`src/rtl/traffic_lamp_guard.sv`:
```
// Purpose : safety output stage between the phase sequencer and the lamp lines.
// Latency : pattern -> lamp is 2 cycles (input register plus lamp register).
// Backpr. : none; pattern is sampled every cycle and never stalled.
//
// Ports:
//   clk, reset  - single clock, synchronous active-high reset
//   pattern     - requested lamps, [5:3] approach A {r,a,g}, [2:0] approach B {r,a,g}
//   fault_clr   - operator clear, honoured only in FLASH with a legal pattern
//   lamp        - registered lamp drive, same layout as pattern
//   fault       - sticky failsafe indication
//   fault_code  - violation type latched at trip (01 one-hot, 10 conflict, 11 both)
//   state       - 00 ALL_RED, 01 RUN, 10 FLASH
// Optional: define TRAFFIC_LAMP_DIM_EN to add the dim input and the PWM lamp
// dimmer (parameter DIM_DUTY, lit while pwm count < DIM_DUTY out of 4).
module traffic_lamp_guard #(
    parameter int MIN_DWELL      = 4,
    parameter int FAULT_CYCLES   = 3,
    parameter int STARTUP_CYCLES = 8,
    parameter int FLASH_HALF     = 5
`ifdef TRAFFIC_LAMP_DIM_EN
    ,
    parameter int DIM_DUTY       = 2
`endif
) (
    input  logic       clk,
    input  logic       reset,
    input  logic [5:0] pattern,
    input  logic       fault_clr,
`ifdef TRAFFIC_LAMP_DIM_EN
    input  logic       dim,
`endif
    output logic [5:0] lamp,
    output logic       fault,
    output logic [1:0] fault_code,
    output logic [1:0] state
);

    localparam int VW = $clog2(FAULT_CYCLES + 1);
    localparam int DW = $clog2(MIN_DWELL + 1);
    localparam int SW = $clog2(STARTUP_CYCLES + 1);
    localparam int FW = $clog2(FLASH_HALF + 1);

    localparam logic [5:0] LAMP_ALL_RED = 6'b100100;
    localparam logic [5:0] LAMP_AMBERS  = 6'b010010;

    typedef enum logic [1:0] {
        ST_ALL_RED = 2'b00,
        ST_RUN     = 2'b01,
        ST_FLASH   = 2'b10
    } state_t;

    state_t          st_q, st_d;
    logic [5:0]      pat_q;
    logic [5:0]      lamp_q, lamp_d;
    logic            fault_q, fault_d;
    logic [1:0]      code_q, code_d;
    logic [VW-1:0]   viol_cnt_q, viol_cnt_d;
    logic [1:0]      viol_type_q, viol_type_d;
    logic [DW-1:0]   dwell_q, dwell_d;
    logic [SW-1:0]   start_cnt_q, start_cnt_d;
    logic [FW-1:0]   flash_cnt_q, flash_cnt_d;
    logic            flash_a_q, flash_a_d;

    logic            ohv, conf, legal, trip, accept;

    function automatic logic onehot3(input logic [2:0] f);
        return (f == 3'b001) || (f == 3'b010) || (f == 3'b100);
    endfunction

    always_comb begin
        ohv    = !onehot3(pat_q[5:3]) || !onehot3(pat_q[2:0]);
        conf   = (pat_q[5:3] != 3'b100) && (pat_q[2:0] != 3'b100);
        legal  = !ohv && !conf;
        // The trip looks at the registered count, so the pattern of the
        // tripping cycle itself may already be legal again; the trip wins.
        trip   = (st_q == ST_RUN) && (viol_cnt_q == VW'(FAULT_CYCLES));
        accept = (st_q == ST_RUN) && !trip && legal && (pat_q != lamp_q)
                 && (dwell_q == DW'(MIN_DWELL));
    end

    // Violation filter runs in every state; the most recent illegal type is
    // remembered so the trip can report the cycle that completed the run.
    always_comb begin
        viol_cnt_d  = viol_cnt_q;
        viol_type_d = viol_type_q;
        if (legal) begin
            viol_cnt_d = '0;
        end else begin
            viol_type_d = {conf, ohv};
            if (viol_cnt_q != VW'(FAULT_CYCLES))
                viol_cnt_d = viol_cnt_q + VW'(1);
        end
    end

    always_comb begin
        st_d        = st_q;
        lamp_d      = lamp_q;
        fault_d     = fault_q;
        code_d      = code_q;
        dwell_d     = dwell_q;
        start_cnt_d = start_cnt_q;
        flash_cnt_d = flash_cnt_q;
        flash_a_d   = flash_a_q;
        case (st_q)
            ST_ALL_RED: begin
                lamp_d  = LAMP_ALL_RED;
                // Saturated dwell lets the first legal pattern in RUN show at once.
                dwell_d = DW'(MIN_DWELL);
                if (start_cnt_q == SW'(STARTUP_CYCLES - 1)) begin
                    st_d        = ST_RUN;
                    start_cnt_d = '0;
                end else begin
                    start_cnt_d = start_cnt_q + SW'(1);
                end
            end
            ST_RUN: begin
                if (trip) begin
                    st_d        = ST_FLASH;
                    fault_d     = 1'b1;
                    code_d      = viol_type_q;
                    flash_cnt_d = '0;
                    flash_a_d   = 1'b1;
                    lamp_d      = LAMP_AMBERS;
                end else if (accept) begin
                    lamp_d  = pat_q;
                    dwell_d = DW'(1);
                end else if (dwell_q != DW'(MIN_DWELL)) begin
                    dwell_d = dwell_q + DW'(1);
                end
            end
            ST_FLASH: begin
                if (fault_clr && legal) begin
                    st_d        = ST_ALL_RED;
                    fault_d     = 1'b0;
                    code_d      = 2'b00;
                    start_cnt_d = '0;
                    lamp_d      = LAMP_ALL_RED;
                end else begin
                    if (flash_cnt_q == FW'(FLASH_HALF - 1)) begin
                        flash_cnt_d = '0;
                        flash_a_d   = !flash_a_q;
                    end else begin
                        flash_cnt_d = flash_cnt_q + FW'(1);
                    end
                    lamp_d = {1'b0, flash_a_d, 2'b00, flash_a_d, 1'b0};
                end
            end
            default: begin
                st_d        = ST_ALL_RED;
                lamp_d      = LAMP_ALL_RED;
                start_cnt_d = '0;
            end
        endcase
    end

    always_ff @(posedge clk) begin
        if (reset) begin
            st_q        <= ST_ALL_RED;
            pat_q       <= LAMP_ALL_RED;
            lamp_q      <= LAMP_ALL_RED;
            fault_q     <= 1'b0;
            code_q      <= 2'b00;
            viol_cnt_q  <= '0;
            viol_type_q <= 2'b00;
            dwell_q     <= '0;
            start_cnt_q <= '0;
            flash_cnt_q <= '0;
            flash_a_q   <= 1'b0;
        end else begin
            st_q        <= st_d;
            pat_q       <= pattern;
            lamp_q      <= lamp_d;
            fault_q     <= fault_d;
            code_q      <= code_d;
            viol_cnt_q  <= viol_cnt_d;
            viol_type_q <= viol_type_d;
            dwell_q     <= dwell_d;
            start_cnt_q <= start_cnt_d;
            flash_cnt_q <= flash_cnt_d;
            flash_a_q   <= flash_a_d;
        end
    end

    assign fault      = fault_q;
    assign fault_code = code_q;
    assign state      = st_q;

`ifdef TRAFFIC_LAMP_DIM_EN
    // Dimming is a pure output gate; lamp_q keeps the undimmed value so the
    // accept comparison is never disturbed by the PWM phase.
    logic [1:0] pwm_cnt_q;
    logic [5:0] lamp_drv_q;
    logic       pwm_on;

    assign pwm_on = !dim || (int'(pwm_cnt_q) < DIM_DUTY);

    always_ff @(posedge clk) begin
        if (reset) begin
            pwm_cnt_q  <= 2'd0;
            lamp_drv_q <= LAMP_ALL_RED;
        end else begin
            pwm_cnt_q  <= pwm_cnt_q + 2'd1;
            lamp_drv_q <= lamp_d & {6{pwm_on}};
        end
    end

    assign lamp = lamp_drv_q;
`else
    assign lamp = lamp_q;
`endif

endmodule

```
`config.mk`:
```
export PLATFORM = sky130hd
export DESIGN_NAME = traffic_lamp_guard
export DESIGN_NICKNAME = d
export VERILOG_FILES = /design/src/rtl/traffic_lamp_guard.sv
export SDC_FILE = /design/constraint.sdc
export NUM_CORES = 1
export LEC_CHECK = 0
export ABC_AREA = 1
export CAP_MARGIN = 10
export CORE_MARGIN = 2
export CORE_UTILIZATION = 60
export CTS_CLUSTER_SIZE = 30
export DETAILED_ROUTE_END_ITERATION = 8
export PLACE_DENSITY = 0.84
export SYNTH_ARGS = -nofsm -noshare
export SYNTH_HDL_FRONTEND = slang
export SYNTH_SLANG_ARGS = --single-unit
```
`constraint.sdc`:
```
create_clock -name clk -period 3.8 [get_ports clk]
set_input_delay 0.57 -clock clk [delete_from_list [all_inputs] [get_ports clk]]
set_output_delay 0.57 -clock clk [all_outputs]
set_load 0.01 [all_outputs]
```
=== Word-level counts from Yosys, hierarchy flattened ===
Cells that the tools add are included.

* Add/sub/neg operators: 4
* Equality and inequality tests: 24
* Mux-type cells: 27
* Bitwise operators: 1
* Reductions and logical operators: 28

{| class="wikitable"
|+ Operators by type and width
! operator !! number
|-
| 3-bit 2-to-1 mux || 6
|-
| 6-bit 2-to-1 mux || 3
|-
| 3-bit == test, second input constant || 4
|-
| 2-bit inequality test, second input constant || 6
|-
| 3-bit inequality test, second input constant || 4
|-
| 3-bit case mux with 2 select lines || 2
|-
| 4-bit case mux with 3 select lines || 1
|-
| 6-bit case mux with 2 select lines || 1
|-
| 3-bit AND reduction || 4
|-
| 1-bit logical AND || 8
|-
| 2-bit 2-to-1 mux || 4
|-
| 4-bit 2-to-1 mux || 2
|-
| 3-bit by 1-bit adder with 3-bit output, second input constant || 2
|-
| 3-bit by 1-bit == test with 1-bit output, second input constant || 2
|-
| 3-bit by 2-bit == test with 1-bit output, second input constant || 2
|-
| 1-bit logical NOT || 6
|-
| 6-bit inequality test || 1
|-
| 2-bit case mux with 3 select lines || 1
|-
| 1-bit logical OR || 5
|-
| 4-bit by 1-bit adder with 4-bit output, second input constant || 1
|-
| 2-bit == test, second input constant || 2
|-
| 4-bit by 3-bit == test with 1-bit output, second input constant || 1
|-
| 1-bit 2-to-1 mux || 4
|-
| 1-bit case mux with 2 select lines || 2
|-
| 9 further kinds || 10
|}

* Bits in registers: 32
* Input bits: 9
* Output and inout bits: 11
* Logic and storage cells: 95

=== Longest topological paths before layout ===
Gate-level depths: netlist of run 1.

* Word-level depth: 13
* Depth in mapped cells: 12
* Mapped depth without buffers: 12

=== Worst setup path after synthesis of run 1 ===
OpenSTA, ideal clock, no wires.

* Path type: flip-flop to flip-flop
* From: register st_q[1], in the netlist state[1]
* To: register st_q[1], in the netlist state[1]
* Library setup time: 0.113 ns
* Arrival time: 1.449 ns
* Required time: 3.687 ns
* Slack: 2.237 ns
* Stages on the path, launching flop included: 10
* Path buffers: 1
* Clock period less this slack: 1.563 ns
* Cell sequence: dfxtp_1 inv_1 ha_1 inv_2 nor2_1 inv_1 clkbuf_1 nand3_1 nor2_1 nor2_1

* Word-level cells in the longest chain between the ends: 4
* Elaborated cells between the ends (all ways): 9
* Those cells by class: eq/ne (5); mux (1); reduce/logical (3)

{| class="wikitable"
|+ Ends and longest elaborated chain
! item !! RTL line !! RTL
|-
| start, declared || 52 || <nowiki>state_t st_q, st_d;</nowiki>
|-
| start signal, assigned || 170 || <nowiki>st_q <= st_d;</nowiki>
|-
| 2-bit by 1-bit == test with 1-bit output || 76, 104 ||
|-
| 1-bit logical AND || 76 || <nowiki>trip = (st_q == ST_RUN) && (viol_cnt_q == VW'(FAULT_CYCLES));</nowiki>
|-
| 2-bit inequality test (no line) || - ||
|-
| 3-bit AND reduction (no line) || - ||
|}

Parallel ways exist; a longest one is shown, timed or not.
A chain may end at the register's enable or synchronous reset.

=== Final worst setup path of run 1 ===
* From: register st_q[1], in the netlist state[1]
* To: register dwell_q[0]

* Word-level cells in the longest chain between the ends: 10
* Elaborated cells between the ends (all ways): 15
* Those cells by class: eq/ne (3); mux (3); reduce/logical (9)

{| class="wikitable"
|+ Ends and longest elaborated chain
! item !! RTL line !! RTL
|-
| 2-bit by 1-bit == test with 1-bit output || 76, 77, 104 ||
|-
| 1-bit logical AND || 76 ||
|-
| 1-bit logical NOT || 77 || <nowiki>accept = (st_q == ST_RUN) && !trip && legal && (pat_q != lamp_q)</nowiki>
|-
| 1-bit logical AND (3 in a row) || 77 ||
|-
| 1-bit logical AND || 78 || <nowiki>&& (dwell_q == DW'(MIN_DWELL));</nowiki>
|-
| 3-bit 2-to-1 mux || 124 || <nowiki>end else if (accept) begin</nowiki>
|-
| 3-bit 2-to-1 mux || 117 || <nowiki>if (trip) begin</nowiki>
|-
| 3-bit case mux with 2 select lines || 104 || <nowiki>case (st_q)</nowiki>
|-
| end signal, assigned || 177 || <nowiki>dwell_q <= dwell_d;</nowiki>
|-
| end, declared || 59 || <nowiki>logic [DW-1:0] dwell_q, dwell_d;</nowiki>
|}

Parallel ways exist; a longest one is shown, timed or not. The select of a mux whose other input is x is not followed.

==> results by stage, run 1 <==
Status:
- The flow ran to the end, and the final reports show no timing, DRC or antenna violations.

GRT:
- The first global-routing pass estimated 6396 um of wire.
- Across every metal layer, demand over resource in global routing totals 24.61%.
- The number of global-route vias before repair is 1526.
- The final global-route overflow total is 0.
- Entering global routing, the biggest net connects 19 pins.
- The number of antenna violations at the first check in global routing came to 0.

Route:
- The first routing iteration left 66 violations.
- The number of remaining DRC errors is 0.
- The total routed wirelength is 3647 um.
- Dividing the detail-routed via count by the number of cells gives 5.336.
- The mean routed wirelength per cell is 12.12 um.
- The remaining antenna violation count is 0.
- The count of TritonRoute iterations in the first routing pass is 4.
- The routed layout has 1606 vias.

Floorplanning:
- In this run the vertical extent of the chip is 58.53 um.
- From left edge to right edge, the die measures 58.53 um.
- The die outline area is 3426 um^2.
- The floorplan has 19 rows.
- The initial core utilization is 64.15%.
- The total I/O pin count is 20.
- The core outline area is 2781 um^2.

Final layout:
- In the final design database the tool counted 288 nets.
- Relative to the synthesized area, the layout overhead comes to 15.99%.
- The antenna diode instance count is 0.
- The utilization after layout is 74.40%.
- The fraction of layout cells with a size suffix above 1 is 13.33%.

Timing:
- The normalized max-slew margin is 66.45%.
- For the final database, setup skew stands at 0.007159 ns.
- The number of max-slew violations in the final report came to 0.
- The number of failing hold endpoints at the final stage is 0.
- The post-route setup TNS is 0 ns.
- The final cycle utilization of the critical path is 56.94%.
- Setup repair after global routing left no endpoint under its margin.
- At the pin with the least slew margin, the transition time is 0.4980 ns.
- The worst path needs 2.164 ns of the cycle, external delays included.
- The timing-limited maximum frequency is 462.1 MHz.
- The final-report setup violation count is 0.

Synth:
- In this run the biggest area consumer among cell types represents 35.90% of the synthesized area.
- The flip-flop and latch count after synthesis is 32.
- The post-synthesis net count is 267.
- After synthesis, the cell types taking the most area are sky130_fd_sc_hd__dfxtp_1 (36%), sky130_fd_sc_hd__nand2_1 (11%), sky130_fd_sc_hd__ha_1 (7.0%).
- For this run, the register share of the synthesized area comes to 35.90%.
- The average size of a mapped cell is 7.194 um^2.
- The number of warning messages in the yosys log is 0.
- The synthesized netlist occupies a cell area of 1784 um^2.
- The leading area contributor after synthesis is sky130_fd_sc_hd__dfxtp_1.
- The distinct cell type count after synthesis is 25.
- Counting every instance in the synthesized netlist gives 248.

Critical path:
- The length in cells of the worst reg-to-reg path is 12.
- The highest fanout seen on the critical path is 12.
- The launching instance or port of the critical path is state[1].
- The worst setup path is captured at a flop.
- The class of the most critical setup path is reg2reg.
- The type of origin of the critical path is a flop.
- The capture point of the worst reg-to-reg path is dwell_q[0].
- Across all register-to-register paths, the minimum setup slack is 1.64 ns.
- At the worst endpoint, the arrival time is 2.46 ns.
- The critical path data required time is 4.10 ns.
- Following the worst setup path forward leads to its endpoint at dwell_q[0].
- The beginning of the worst register-to-register path is state[1].

Clock tree:
- TritonCTS built the clock tree.
- The number of sinks on the clock net is 32.
- The total of cells resized after clock tree synthesis is 0.
- The clock buffer count from CTS is 5.
- In this run the number of H-tree levels came out at 2.
- The clock root buffer is sky130_fd_sc_hd__clkbuf_4.
- The number of buffers added to fix hold violations after cts is 0.
- The clock latency on the worst-skew pair is 0.35 ns.
- The count of buffers added by post-CTS timing repair for setup is 0.
- Clock-pin slew was measured on the worst setup and hold paths at 0.11 ns.
- The number of buffers on the longest clock path is 2.

Min path:
- The worst hold path depth is 2.
- The path class of the lowest-slack min-delay path is reg2reg.

Power and ir drop:
- The power per cell area is 572.8 nW/um^2.
- Sequential cells account for 37.6% of the total power.
- The clock network is responsible for 22.5% of the overall power.
- The worst-case IR drop observed on VDD is 0.5568 mV.
- The share of power burned in combinational logic is 39.9%.
- The internal power summed over all cells is 719.6 uW.
- The completed layout was analyzed and its total power is 1185 uW.
- The switching part of the total is 39.29%.
- The net switching power is 465.7 uW.
- The leakage power is 0.0009584 uW.

Place:
- In this run the tool buffered the top-level ports with 19 buffer cells.
- The detailed placement HPWL is 2738 um.
- At the end of routability-driven placement, the weighted congestion stood at 0.8596.

Run:
- The tool flagged a number of max-cap violations equal to 0.
[layout by cell type (no fill, tap or decap), types with 6 or more instances in the layout]
master                            instances
sky130_fd_sc_hd__dfxtp_1                 32
sky130_fd_sc_hd__nor2_1                  24
sky130_fd_sc_hd__nand4_1                  7
sky130_fd_sc_hd__clkdlybuf4s50_1         19
sky130_fd_sc_hd__nand2_1                 53
sky130_fd_sc_hd__nand2_2                  6
sky130_fd_sc_hd__inv_1                   31
sky130_fd_sc_hd__ha_1                    10
sky130_fd_sc_hd__o21ai_0                  7
sky130_fd_sc_hd__nand3_1                 15
sky130_fd_sc_hd__inv_2                    8
sky130_fd_sc_hd__a21oi_1                 22
[worst max-delay path: stages (launching register included)]
cell and delay, ns:
sky130_fd_sc_hd__dfxtp_1 0.34, sky130_fd_sc_hd__inv_1 0.11, sky130_fd_sc_hd__ha_1 0.46, sky130_fd_sc_hd__inv_2 0.13
sky130_fd_sc_hd__nor2_1 0.16, sky130_fd_sc_hd__inv_1 0.20, sky130_fd_sc_hd__nor2_2 0.17, sky130_fd_sc_hd__nand3_4 0.16
sky130_fd_sc_hd__nand3_4 0.11, sky130_fd_sc_hd__nand2_2 0.06, sky130_fd_sc_hd__nand2_1 0.07, sky130_fd_sc_hd__nand2_1 0.05
sky130_fd_sc_hd__nor2_1 0.09
[flip-flops by register name, indices dropped and copies added (netlist names)]
| register | flops |
|---|---|
| dwell_q | 3 |
| viol_cnt_q | 2 |
| flash_a_q | 1 |
| pat_q | 6 |
| lamp | 6 |
| fault_code | 2 |
| flash_cnt_q | 3 |
| state | 2 |
| start_cnt_q | 4 |
| viol_type_q | 2 |
| fault | 1 |
[worst min-delay path by stage]
stage | start | to | slack [ns]
final | fault | fault | 0.47
after global routing | viol_cnt_q[1] | viol_cnt_q[1] | 0.49
after CTS | fault | fault | 0.48
after detailed placement | fault | fault | 0.46
after global placement | fault_code[0] | fault_code[0] | 0.45
after floorplan | viol_type_q[1] | viol_type_q[1] | 0.44
[cells by family after synthesis]
group	share of synthesized area (%)
AO/OA/AOI/OAI	10.59
XOR/XNOR	2.454
adder cells (fa/ha/maj)	7.013
buffers and inverters	9.957
flip-flops	35.90
AND/OR/NAND/NOR	34.08
[power by group through the flow]
stage	registers, uW	clock network [uW]	logic [uW]
global placement	452	0	464
CTS	445	266	475
detailed placement	452	0	472
floorplan	452	0	347
global route	453	285	548
finish	446	267	473
[stage by stage]
step           setup WS, ns  std cells  instance area [um^2]  hold WS, ns
2_1_floorplan         2.237        248                  1784       0.4397
3_3_place_gp          1.781        293                  1989       0.4524
3_5_place_dp          1.652        293                  1989       0.4566
4_1_cts               1.634        301                  2069       0.4790
5_1_grt               1.399        301                  2069       0.4882
6_report              1.636        301                  2069       0.4733
[Yosys cell counts]
library cell	number
sky130_fd_sc_hd__inv_2	8
sky130_fd_sc_hd__buf_2	1
sky130_fd_sc_hd__nand2_1	53
sky130_fd_sc_hd__buf_6	1
sky130_fd_sc_hd__xor2_1	5
sky130_fd_sc_hd__or2_2	2
sky130_fd_sc_hd__nor2_1	24
sky130_fd_sc_hd__inv_1	31
sky130_fd_sc_hd__nor3_1	2
sky130_fd_sc_hd__nand2_2	6
sky130_fd_sc_hd__nand3_2	5
sky130_fd_sc_hd__clkbuf_1	4
sky130_fd_sc_hd__nand4_1	7
sky130_fd_sc_hd__o211ai_1	3
sky130_fd_sc_hd__nand2_4	1
sky130_fd_sc_hd__o21ai_1	3
sky130_fd_sc_hd__nor2_8	1
sky130_fd_sc_hd__a21oi_1	22
sky130_fd_sc_hd__ha_1	10
sky130_fd_sc_hd__nand3_1	15
sky130_fd_sc_hd__dfxtp_1	32
sky130_fd_sc_hd__nor2_2	1
sky130_fd_sc_hd__nand3_4	3
sky130_fd_sc_hd__o21ai_0	7
sky130_fd_sc_hd__a31oi_1	1
[layout make-up]
type                       instances  area [um^2]
multi-input combinational        171        965.9
fill                             227        711.9
sequential                        32        640.6
timing repair buffer              20        197.7
inverter                          39        146.4
clock inverter                     3        42.54
tap                               31        38.79
clock buffer                       5        37.54
[routing by layer]
metal | vias up | track usage [%] | routed length, um
li1 | 837 | - | -
met4 | 0 | 12.29 | 99
met5 | - | 0 | 0
met1 | 730 | 31.77 | 1767
met2 | 28 | 37.40 | 1608
met3 | 11 | 7.253 | 171
(Power assumes the default switching activity.)
==> inputs of run 2 (changes only) <==
Settings changed: CORE_UTILIZATION 60 to 50, PLACE_DENSITY 0.84 to 0.75.
Clock period 3.8 ns to 1.8 ns, I/O delays scaled along.
==> results by stage, run 2 (synthesis results as in run 1) <==
Status:
- Result of the run: completed (unchanged).

Critical path:
- The largest stage delay on the critical path came to 0.43 ns (was 0.46 ns).
- The cell occurring most often along the worst timing path is sky130_fd_sc_hd__nand2_1.
- The highest fanout seen on the critical path came to 10 (was 12).
- Cell breakdown of the critical path: inv_2 -> ha_2 -> buf_4 -> o21ai_0 -> nand2_2 -> nand2_1 -> nand2_1 -> nor2_1 (was inv_1 -> ha_1 -> inv_2 -> nor2_1 -> inv_1 -> nor2_2 -> nand3_4 -> nand3_4 -> nand2_2 -> nand2_1 -> nand2_1 -> nor2_1).
- The critical path data required time is 2.07 ns (was 4.10 ns).
- The critical path arrival is 1.90 ns (was 2.46 ns).
- The cell at the slowest stage of the critical path is sky130_fd_sc_hd__o21ai_0 (was sky130_fd_sc_hd__ha_1).
- The type of origin of the critical path is a flop (unchanged).
- The length in cells of the worst reg-to-reg path came to 8 (was 12).
- The endpoint class of the critical path is a flop (unchanged).
- The class of the most critical setup path is reg2reg (unchanged).

Final layout:
- The footprint of the multi-input gates is 970.9 um^2 (was 965.9 um^2).
- The number of fill cells came to 317 (was 227).
- The fraction of layout cells with a size suffix above 1 was 16.30% (was 13.33%).
- The most frequent standard cell in the layout excluding fill and tap cells is sky130_fd_sc_hd__nand2_1 (unchanged).
- Most frequent cells in the layout: sky130_fd_sc_hd__nand2_1 (53), sky130_fd_sc_hd__dfxtp_1 (32), sky130_fd_sc_hd__inv_1 (29) (was sky130_fd_sc_hd__nand2_1 (53), sky130_fd_sc_hd__dfxtp_1 (32), sky130_fd_sc_hd__inv_1 (31)).
- The antenna diode instance count was 0 (unchanged).
- The area occupied by registers is 640.6 um^2 (unchanged).
- The area added between synthesis and finish came to 18.37% (was 15.99%).
- The count of placed standard cells in the final layout, fillers left out is 322 (was 301).
- The utilization after layout is 62.31% (was 74.40%).
- The number of nets at the end of the flow is 295 (was 288).

Power and ir drop:
- The power per cell area is 1122 nW/um^2 (was 572.8 nW/um^2).
- The worst IR drop on VDD is 0.6227 mV (was 0.5568 mV).
- The internal power summed over all cells came to 1401 uW (was 719.6 uW).
- The sequential power share came to 39.8% (was 37.6%).
- The net switching power is 968.1 uW (was 465.7 uW).
- The leakage power is 0.0009744 uW (was 0.0009584 uW).
- The switching part of the total is 40.85% (was 39.29%).
- The share of power burned in combinational logic is 43.8% (was 39.9%).
- The clock group share of total power is 16.4% (was 22.5%).

Timing:
- The setup skew after layout is 0.01101 ns (was 0.007159 ns).
- The number of max-slew violations in the final report is 0 (unchanged).
- The post-route setup TNS is 0 ns (unchanged).
- The final cycle utilization of the critical path is 90.32% (was 56.94%).
- The normalized max-slew margin came to 66.60% (was 66.45%).
- The timing-limited maximum frequency is 615.1 MHz (was 462.1 MHz).
- The number of failing hold endpoints at the final stage is 0 (unchanged).
- RSZ-0062 raised after global routing: no (unchanged).
- The final critical-path required period came to 1.626 ns (was 2.164 ns).
- The slew at the pin closest to its max-slew limit is 0.4958 ns (was 0.4980 ns).
- The final-report setup violation count was 0 (unchanged).

Min path:
- The worst hold path depth was 3 (was 2).
- The path class of the lowest-slack min-delay path is in2reg (was reg2reg).

GRT:
- The number of global-route vias before repair is 1476 (was 1526).
- The pin count of the biggest net entering global routing is 18 (was 19).
- The final global-route overflow total is 0 (unchanged).
- The global-route usage over all layers is 20.09% (was 24.61%).
- The wire length of the first global-routing pass is 6410 um (was 6396 um).
- The number of antenna violations at the first check in global routing came to 0 (unchanged).

Run:
- The reported max-cap violation count is 0 (unchanged).

Place:
- The detailed placement HPWL is 2713 um (was 2738 um).
- The number of placed cells counting well taps is 312 (was 293).
- The number of buffer cells added on primary ports came to 19 (unchanged).
- The weighted congestion at the end of routability-driven global placement is 0.8066 (was 0.8596).

Floorplanning:
- The initial core utilization came to 52.64% (was 64.15%).
- The core outline area came to 3390 um^2 (was 2781 um^2).
- The number of placement rows was 21 (was 19).
- The die outline area was 4062 um^2 (was 3426 um^2).
- The overall die width is 63.74 um (was 58.53 um).
- The total I/O pin count is 20 (unchanged).
- The chip height is 63.74 um (was 58.53 um).

Route:
- The number of remaining DRC errors is 0 (unchanged).
- The mean routed wirelength per cell is 11.64 um (was 12.12 um).
- The ratio of routed vias to standard cells is 4.984 (was 5.336).
- The total routed wirelength is 3747 um (was 3647 um).
- The initial detailed-routing violation count was 103 (was 66).
- The count of TritonRoute iterations in the first routing pass is 4 (unchanged).
- The remaining antenna violation count is 0 (unchanged).
- The total number of vias is 1605 (was 1606).

Clock tree:
- The clock slew seen by the registers of the worst setup and hold paths is 0.11 ns (about the same).
- The clock buffer count from CTS is 5 (unchanged).
- The number of buffers added to fix hold violations after cts came to 0 (unchanged).
- The TritonCTS clock tree is built (unchanged).
- The number of sinks on the clock net is 32 (unchanged).
- The clock latency on the worst-skew pair is 0.34 ns (was 0.35 ns).
- The clock root buffer is sky130_fd_sc_hd__clkbuf_4 (unchanged).
- The number of H-tree levels was 2 (unchanged).
- The number of buffers on the longest clock path came to 2 (unchanged).
[run 2: cell count changes in the layout (fill, tap and decap cells not counted), sizes merged]
cell | before | now
clkinvlp | 1 | 0
buf | 1 | 8
bufinv | 1 | 0
clkbuf | 5 | 6
[run 2: what timing repair did]
| item | CTS | global route |
|---|---|---|
| setup buffers | 0 | 3 |
| gates resized for setup | 0 | 4 |
| hold endpoints to repair | 0 | 0 |
| endpoints found under the setup margin | 0 | 9 |
[run 2: metal layers]
layer / up-vias / track usage [%] / share of wire [%]
li1: 850 / - / -
met1: 728 / 25.47 / 49
met2: 21 / 32.24 / 46
met3: 6 / 6.162 / 3.6
met4: 0 / 7.337 / 1.4
met5: - / 0 / 0
[run 2: critical path, delay by kind of cell, from the launching register on]
family	cells	cell delay (ns)
DFF	1	0.38
and+or+nand+nor	4	0.33
buffers and inverters	2	0.25
adders and majority gates	1	0.18
AOI/OAI and AO/OA	1	0.43
[run 2: worst paths after layout]
kind	slack [ns]	startpoint	to
min	0.44	pattern[3]	pat_q[3]
min reg2reg	0.47	fault_code[0]	fault_code[0]
max reg2reg	0.17	state[1]	dwell_q[0]
max	0.17	state[1]	dwell_q[0]
[run 2: through the flow]
| stage | cell area (um^2) | hold slack [ns] | power [uW] | worst slack (ns) |
|---|---|---|---|---|
| 3_3_place_gp | 2038 | 0.4487 | 1965 | 0.2148 |
| 3_5_place_dp | 2038 | 0.4575 | 1979 | 0.09560 |
| 2_1_floorplan | 1784 | 0.3738 | 1686 | 0.2373 |
| 5_1_grt | 2112 | 0.4368 | 2588 | 0.02407 |
| 6_report | 2112 | 0.4372 | 2370 | 0.1742 |
| 4_1_cts | 2085 | 0.4254 | 2371 | 0.07352 |
[run 2: final cells by class]
cell class,count,area share [%]
Tap cell,46,2.725
Clock inverter,1,0.2370
Timing Repair Buffer,27,11.85
Sequential cell,32,30.33
Multi-Input combinational cell,171,45.97
Inverter,39,6.931
Clock buffer,6,1.955
[run 2: power by group through the flow]
stage          clock [uW]  sequential (uW)  combinational [uW]
6_report              389              943                1040
4_1_cts               402              942                1030
5_1_grt               442              959                1190
3_3_place_gp            0              955                1010
3_5_place_dp            0              956                1020
2_1_floorplan           0              954                 732
==> inputs of run 3 (changes only) <==
Settings changed: CORE_UTILIZATION 50 to 55, PLACE_DENSITY 0.75 to 0.78.
Clock period 1.8 ns to 1.7 ns, I/O delays scaled along.
==> results by stage, run 3 (synthesis results as in run 1) <==
Timing:
- The number of failing hold endpoints at the final stage is 0 (unchanged).
- The normalized max-slew margin came to 68.50% (was 66.60%).
- The slew at the pin closest to its max-slew limit was 0.4720 ns (was 0.4958 ns).
- The setup slack of the critical path after layout came to 0.1443 ns (was 0.1742 ns).
- The final cycle utilization of the critical path is 91.51%.
- The timing-limited maximum frequency is 642.8 MHz.
- The clock period could shrink to 1.556 ns.
- The post-route setup TNS was 0 ns (unchanged).
- The number of max-slew violations in the final report is 0 (unchanged).
- RSZ-0062 raised after global routing: no (unchanged).
- The final-report setup violation count came to 0 (unchanged).
- The setup skew after layout is 0.008521 ns (was 0.01101 ns).
- The worst hold margin is 0.4372 ns (about the same).

Run:
- The reported max-cap violation count is 0 (unchanged).

Clock tree:
- The number of sinks on the clock net is 32 (unchanged).
- The TritonCTS clock tree is built (unchanged).
- The number of H-tree levels is 2 (unchanged).
- The clock latency on the worst-skew pair is 0.32 ns (was 0.34 ns).
- The clock buffer count from CTS was 5 (unchanged).
- The number of buffers on the longest clock path came to 2 (unchanged).
- The clock root buffer is sky130_fd_sc_hd__clkbuf_4 (unchanged).
- The clock slew seen by the registers of the worst setup and hold paths came to 0.10 ns (was 0.11 ns).

Place:
- The detailed placement HPWL came to 2756 um (was 2713 um).
- The worst slack after detailed placement is 0.06232 ns (was 0.09560 ns).
- The weighted congestion at the end of routability-driven global placement is 0.8264 (was 0.8066).
- The number of placed cells counting well taps is 314 (was 312).
- The number of buffer cells added on primary ports is 19 (unchanged).

Critical path:
- The beginning of the worst register-to-register path is pat_q[4] (was state[1]).
- The launching instance or port of the critical path is lamp[0] (was state[1]).
- The class of the most critical setup path is reg2out (was reg2reg).
- The endpoint class of the critical path is an output port (was flop).
- The critical path arrival was 1.30 ns (was 1.90 ns).
- The largest stage delay on the critical path is 0.57 ns (was 0.43 ns).
- Cell breakdown of the critical path: clkdlybuf4s50_1 (was inv_2 -> ha_2 -> buf_4 -> o21ai_0 -> nand2_2 -> nand2_1 -> nand2_1 -> nor2_1).
- The sum of buffers and inverters on the critical path is 1 (was 2).
- The kind of cell with the highest combined delay on the critical path is buffers and inverters (was compound AO/OA/AOI/OAI gates).
- The highest fanout seen on the critical path is 4 (was 10).
- The cell at the slowest stage of the critical path is sky130_fd_sc_hd__clkdlybuf4s50_1 (was sky130_fd_sc_hd__o21ai_0).
- The critical path data required time is 1.44 ns (was 2.07 ns).
- The type of origin of the critical path is a flop (unchanged).

Final layout:
- The area added between synthesis and finish is 20.62% (was 18.37%).
- The count of placed standard cells in the final layout, fillers left out was 324 (was 322).
- The number of fill cells is 271 (was 317).
- The antenna diode instance count was 0 (unchanged).
- The number of nets at the end of the flow is 299 (was 295).
- Most frequent cells in the layout: sky130_fd_sc_hd__nand2_1 (53), sky130_fd_sc_hd__dfxtp_1 (32), sky130_fd_sc_hd__inv_1 (30) (was sky130_fd_sc_hd__nand2_1 (53), sky130_fd_sc_hd__dfxtp_1 (32), sky130_fd_sc_hd__inv_1 (29)).
- The footprint of the multi-input gates is 988.4 um^2 (was 970.9 um^2).
- The fraction of layout cells with a size suffix above 1 was 16.79% (was 16.30%).
- The most frequent standard cell in the layout excluding fill and tap cells was sky130_fd_sc_hd__nand2_1 (unchanged).
- The area occupied by registers is 640.6 um^2 (unchanged).
- The utilization after layout is 69.92% (was 62.31%).

Route:
- The remaining antenna violation count came to 0 (unchanged).
- The number of remaining DRC errors came to 0 (unchanged).
- The count of TritonRoute iterations in the first routing pass came to 4 (unchanged).
- The initial detailed-routing violation count came to 122 (was 103).
- The total routed wirelength is 3900 um (was 3747 um).
- The total number of vias is 1651 (was 1605).
- The ratio of routed vias to standard cells is 5.096 (was 4.984).
- The mean routed wirelength per cell was 12.04 um (was 11.64 um).

Power and ir drop:
- The power per cell area is 1199 nW/um^2 (was 1122 nW/um^2).
- The switching part of the total is 40.53% (was 40.85%).
- The share of power burned in combinational logic is 46.4% (was 43.8%).
- The net switching power is 1046 uW (was 968.1 uW).
- The internal power summed over all cells is 1535 uW (was 1401 uW).
- The leakage power is 0.0009927 uW (was 0.0009744 uW).
- The clock group share of total power was 15.2% (was 16.4%).
- The sequential power share is 38.5% (was 39.8%).
- The worst IR drop on VDD is 0.7135 mV (was 0.6227 mV).

Floorplanning:
- The total I/O pin count came to 20 (unchanged).
- The die outline area was 3716 um^2 (was 4062 um^2).
- The number of placement rows came to 20 (was 21).
- The overall die width came to 60.96 um (was 63.74 um).
- The core outline area is 3078 um^2 (was 3390 um^2).
- The initial core utilization is 57.97% (was 52.64%).
- The chip height is 60.96 um (was 63.74 um).

GRT:
- The number of global-route vias before repair came to 1514 (was 1476).
- The final global-route overflow total came to 0 (unchanged).
- The wire length of the first global-routing pass is 6361 um (was 6410 um).
- The global-route usage over all layers was 23.15% (was 20.09%).
- The pin count of the biggest net entering global routing is 18 (unchanged).
- The number of antenna violations at the first check in global routing is 0 (unchanged).

Min path:
- The path class of the lowest-slack min-delay path is in2reg (unchanged).
- The critical hold path startpoint is pattern[3] (unchanged).

Status:
- Result of the run: completed (unchanged).
## run 3: cell count changes in the layout (fill, tap and decap cells not counted), sizes merged
| cell | previous run | this run |
|---|---|---|
| buf | 8 | 11 |
| nand3 | 23 | 24 |
## run 3: repair_timing
action	CTS	global route
hold buffers	0	0
setup buffers	0	2
gates resized for setup	0	5
setup endpoints to repair	0	9
## run 3: worst reg2reg max path, delay by kind of cell (launching register included)
family / cells / cell delay, ns
AOI/OAI and AO/OA: 1 / 0.14
buffers and inverters: 1 / 0.07
DFF: 1 / 0.42
and+or+nand+nor: 8 / 0.85
## run 3: final cells by class
type,count,area share (%)
Timing Repair Buffer,30,12.67
Sequential cell,32,29.77
Clock buffer,6,1.919
Multi-Input combinational cell,172,45.93
Tap cell,44,2.558
Clock inverter,1,0.2326
Inverter,39,6.919
## run 3: final timing paths
kind | endpoint | slack (ns) | cells after the start
max | lamp[0] | 0.14 | 1
min | pat_q[3] | 0.44 | 3
max reg2reg | start_cnt_q[3] | 0.16 | 10
min reg2reg | fault | 0.47 | 2
## run 3: stage by stage
step | total power, uW | instance area (um^2)
after floorplan | 1785 | 1784
after CTS | 2544 | 2112
after global placement | 2122 | 2066
after global routing | 2788 | 2152
after detailed placement | 2150 | 2066
final | 2581 | 2152
## run 3: routing by layer
layer | up-vias | share of wire, % | global-route usage [%]
li1 | 857 | - | -
met5 | - | 0 | 0
met3 | 5 | 4.2 | 5.330
met1 | 752 | 47 | 29.32
met4 | 0 | 1.1 | 8.385
met2 | 37 | 48 | 38.56
## run 3: power by group through the flow
| stage | logic, uW | clock network (uW) | registers, uW |
|---|---|---|---|
| after floorplan | 775 | 0 | 1010 |
| after global placement | 1120 | 0 | 1010 |
| after detailed placement | 1140 | 0 | 1010 |
| after CTS | 1150 | 397 | 993 |
| after global routing | 1340 | 438 | 1010 |
| final | 1200 | 391 | 993 |
